`src/rtl/expr_string_emitter.sv`:
```
// Serialises a packed list of BCD operands and 2-bit operator codes into an
// ASCII "digit (op digit)*" byte stream over a valid/ready handshake.
module expr_string_emitter #(
    parameter int MAXN = 4,
    parameter int CW   = 3
) (
    input  logic              clk,
    input  logic              clr,
    input  logic              start,
    input  logic [CW-1:0]     num_cnt,
    input  logic [4*MAXN-1:0] digits,
    input  logic [2*MAXN-1:0] ops,
    input  logic              ready,
    output logic [7:0]        char_out,
    output logic              char_vld,
    output logic              busy,
    output logic              done,
    output logic              err
);

    localparam logic [1:0] S_IDLE = 2'd0;
    localparam logic [1:0] S_NUM  = 2'd1;
    localparam logic [1:0] S_OP   = 2'd2;
    localparam logic [1:0] S_FIN  = 2'd3;

    logic [1:0]        r_state;
    logic [CW-1:0]     r_idx;
    logic [CW-1:0]     r_n;
    logic [4*MAXN-1:0] r_digits;
    logic [2*MAXN-1:0] r_ops;
    logic [7:0]        r_char;
    logic              r_vld;
    logic              r_busy;
    logic              r_done;
    logic              r_err;

    logic              w_start_ok;
    logic              w_xfer;
    logic              w_last;
    logic [CW-1:0]     w_idx_nxt;
    logic [3:0]        w_dig_nxt;
    logic [1:0]        w_op_cur;

    function automatic logic [7:0] op_ascii(input logic [1:0] code);
        case (code)
            2'b00:   op_ascii = 8'h2B;
            2'b01:   op_ascii = 8'h2D;
            2'b10:   op_ascii = 8'h2A;
            default: op_ascii = 8'h2F;
        endcase
    endfunction

    // Only operands below num_cnt take part in the range check.
    always_comb begin
        w_start_ok = (num_cnt != '0) && (num_cnt <= CW'(MAXN));
        for (int unsigned k = 0; k < MAXN; k++) begin
            if ((CW'(k) < num_cnt) && (digits[4*k +: 4] > 4'd9))
                w_start_ok = 1'b0;
        end
    end

    assign w_idx_nxt = r_idx + CW'(1);
    assign w_last    = (r_idx == r_n - CW'(1));
    assign w_xfer    = r_vld & ready;

    always_comb begin
        w_dig_nxt = '0;
        w_op_cur  = '0;
        for (int unsigned k = 0; k < MAXN; k++) begin
            if (CW'(k) == w_idx_nxt)
                w_dig_nxt = r_digits[4*k +: 4];
            if (CW'(k) == r_idx)
                w_op_cur = r_ops[2*k +: 2];
        end
    end

    always_ff @(posedge clk or posedge clr) begin
        if (clr) begin
            r_state  <= S_IDLE;
            r_idx    <= '0;
            r_n      <= '0;
            r_digits <= '0;
            r_ops    <= '0;
            r_char   <= '0;
            r_vld    <= 1'b0;
            r_busy   <= 1'b0;
            r_done   <= 1'b0;
            r_err    <= 1'b0;
        end else begin
            r_done <= 1'b0;
            r_err  <= 1'b0;
            case (r_state)
                S_IDLE: begin
                    if (start) begin
                        if (w_start_ok) begin
                            r_digits <= digits;
                            r_ops    <= ops;
                            r_n      <= num_cnt;
                            r_idx    <= '0;
                            r_char   <= {4'h3, digits[3:0]};
                            r_vld    <= 1'b1;
                            r_busy   <= 1'b1;
                            r_state  <= S_NUM;
                        end else begin
                            r_err <= 1'b1;
                        end
                    end
                end
                S_NUM: begin
                    if (w_xfer) begin
                        if (w_last) begin
                            r_vld   <= 1'b0;
                            r_char  <= '0;
                            r_done  <= 1'b1;
                            r_state <= S_FIN;
                        end else begin
                            r_char  <= op_ascii(w_op_cur);
                            r_state <= S_OP;
                        end
                    end
                end
                S_OP: begin
                    if (w_xfer) begin
                        r_idx   <= w_idx_nxt;
                        r_char  <= {4'h3, w_dig_nxt};
                        r_state <= S_NUM;
                    end
                end
                default: begin
                    r_busy  <= 1'b0;
                    r_state <= S_IDLE;
                end
            endcase
        end
    end

    assign char_out = r_char;
    assign char_vld = r_vld;
    assign busy     = r_busy;
    assign done     = r_done;
    assign err      = r_err;

endmodule

```
`config.mk`:
```
export PLATFORM = sky130hd
export DESIGN_NAME = expr_string_emitter
export DESIGN_NICKNAME = d
export VERILOG_FILES = /design/src/rtl/expr_string_emitter.sv
export SDC_FILE = /design/constraint.sdc
export NUM_CORES = 1
export LEC_CHECK = 0
export CORE_UTILIZATION = 26
export CTS_CLUSTER_SIZE = 20
export DETAILED_ROUTE_END_ITERATION = 6
export SLEW_MARGIN = 30
export SYNTH_ARGS = -nofsm -noshare
export SYNTH_HDL_FRONTEND = slang
export SYNTH_SLANG_ARGS = --single-unit
```
`constraint.sdc`:
```
create_clock -name clk -period 2.8 [get_ports clk]
set_clock_uncertainty 0.2 [all_clocks]
set_input_delay 0.28 -clock clk [delete_from_list [all_inputs] [get_ports clk]]
set_output_delay 0.28 -clock clk [all_outputs]
set_load 0.01 [all_outputs]
```
==> run metrics <==
final hold violation count 0; Worst Tran Pin Value 0.553 ns; Max-Cap Viols 0; CTS tree yes; RD Place Congestion 0.789; DP HPWL 4.06 mm; pin count of the biggest net entering global routing 43; met3 Resource Use GR 3.33%; CTS max path bufs 2; final setup fails 0; worst min path class primary input to asynchronous set/reset pin; grt total ovfl 0; global-route wire length before repair 9.16 mm; worst hold slack 0.227 ns; register bit total from synthesis 42; Via density 4.91; multi-input combinational cell area 1280 µm²; antenna cells 0; post-synthesis cell area 2430 µm²; Async SR Flop Fraction 100%; Wirelength per Cell 15.3 µm; sequential share of power 35.3%; YS warnings 0; worst r2r src r_state[0]; worst setup path category flop to flop; LEAKAGE 0.00127 µW; total I/O pin count 43; clock share of power 11.9%; cts hold-fix bufs 0; Max rail drop VDD 281 µV; die area 9730 µm²; Site Rows 34; Post-DP Area 2940 µm²; layer with the highest usage met2; internal portion of total power 1930 µW; final slew viol count 0; cell taking the most area after synthesis dfrtp_1; met2 Track Usage GR 19.8%; total track usage 12.2%; Max Fclk 407 MHz; clock root buffer clkbuf_8; vias in the first global route 1,861; routed vias 1,776; DIE HEIGHT 98.6 µm; critical path's slowest cell dfrtp_1; Netlist cell types 54; Net Sw Power 1210 µW; number of setup buffers added after CTS 0; initial antenna violation count 0; final instance area 3010 µm²; CP required 2.79 ns; CP cell instances inv_1, ha_1, inv_2, a21boi_0, or2_1, or2_1, mux2_4; die width 98.6 µm; IO buf count 40; top_reg_cell synth dfrtp_1; core area 8890 µm²; Sw Ratio 38.4%; crit end category flop; fillers 906; CP startpoint r_state[0]; Initial Util 27.3%; Post-Syn Instances 213; crit-path max FO 7; crit path DAT 2.44 ns; CTS Buf Count 5; DRC 0; pre-CTS setup slack 0.220 ns; crit path time final 2.46 ns; Setup WS post-layout 0.343 ns; WL final 5.55 mm; number of synthesized flops with an enable pin 0; Antenna Nets Post-Route 0; register area 1050 µm²; drt pass-1 iters 4; Power Dens Cells 1040 nW/µm²; RSZ-0062 raised after global routing false; CTS H-Tree Depth 2; outcome finished clean; worst skew pair latency 0.30 ns; Final Cycle Share 87.8%; # resized after CTS 0; share of cells above drive strength 1 20.1%; Fin Setup TNS 0 ns; largest cells by area after synthesis dfrtp_1 43%, mux2_2 13%, ha_1 6.7%; largest stage delay on the critical path 0.44 ns; Max-slew headroom 63.1%; CTS sink count 42; clock-pin slew on the worst setup and hold paths 0.08 ns; syn_area_per_cell 11.4 µm²; register area share after synthesis 43.3%; Starting DRT DRC Count 42; Area Overhead vs Synth 24.1%; Setup crit start kind flop; grt met1 use 15.5%; most frequent cell on the critical path or2_1; nets@finish 298; Comb power frac 52.8%; area share of the largest cell type after synthesis 43.3%
-- sequential cells by signal (all words and copies together) (netlist names) --
signal,cells
char_out,6
err,1
r_ops,8
r_n,3
r_state,2
r_digits,16
busy,1
char_vld,1
r_idx,3
done,1
-- path summary, 6_finish.rpt --
kind	slack [ns]	cells after the start	to
setup reg to reg	0.34	7	char_out[3]
min in group clk	0.31	1	char_out[1]
hold reg to reg	0.31	1	char_out[1]
max in group asynchronous	1.79	3	r_idx[0]
hold / removal	0.23	3	char_out[5]
setup / recovery	0.34	7	char_out[3]
-- per-layer routing --
metal  wire length [µm]  up-vias
met5                  0        -
met3                228        9
li1                   -      857
met2               2670       34
met4                 95        0
met1               2560      876
-- metrics by stage --
step	util (%)	cells	power (µW)
2_1_floorplan	-	214	2320
3_3_place_gp	33.0	355	2740
3_5_place_dp	33.0	355	2770
4_1_cts	33.9	362	3160
5_1_grt	33.9	362	3410
6_report	33.9	362	3140
-- cells by family after synthesis --
kind of cell	after synthesis	synth area share, %
AO/OA/AOI/OAI	52	17.5
AND/OR/NAND/NOR	49	11.4
flip-flops	42	43.3
multiplexers	32	15.0
buffers and inverters	21	4.22
adder cells (fa/ha/maj)	13	6.70
XOR/XNOR	3	1.70
other	1	0.154
-- placed cells by master (no fill, tap or decap), types with 3 or more instances in the layout --
master / count
a21oi_1: 5
a221o_1: 3
a32oi_1: 6
clkbuf_8: 5
clkdlybuf4s50_1: 40
dfrtp_1: 42
ha_1: 13
inv_1: 11
mux2_2: 27
nand2_1: 9
nor2_1: 13
nor2b_1: 5
nor3_1: 5
o21ai_0: 10
o221ai_1: 3
o22ai_1: 4
or2_1: 3
-- critical path, delay by kind of cell (launching register included) --
family                     cells  cell delay (ns)
AOI/OAI and AO/OA              1             0.30
adders and majority gates      1             0.32
muxes                          1             0.33
and+or+nand+nor                2             0.52
buffers and inverters          2             0.23
DFF                            1             0.44
-- cell usage after synthesis (all sizes together) (2+ instances only) --
library cell and instances:
inv 12, o211a 2, mux2i 2, nand2b 2, ha 13, xnor2 2
or2 4, clkbuf 3, o211ai 2, dfrtp 42, buf 6, nor2b 5
a21oi 5, nand3b 2, a221o 3, o21ai 10, o221ai 3, nand3 3
nor3 5, a21boi 2, o22ai 4, and2 2, a31oi 3, a32oi 6
nor2 14, a211oi 2, nand2 10, a22o 3, mux2 30
-- power by group through the flow --
stage          Combinational, µW  Sequential (µW)  Clock (µW)
2_1_floorplan               1240             1080           0
3_3_place_gp                1620             1120           0
3_5_place_dp                1650             1120           0
4_1_cts                     1660             1110         383
5_1_grt                     1830             1160         413
6_report                    1660             1110         373
-- final cells by class --
class | count | area share (%)
multi-input cells | 151 | 42.4
well taps | 108 | 4.48
repair buffers | 42 | 14.2
clock buffers | 7 | 2.53
inverters | 12 | 1.49
flip-flops and latches | 42 | 34.9
Power figures use the tool's default switching activity.
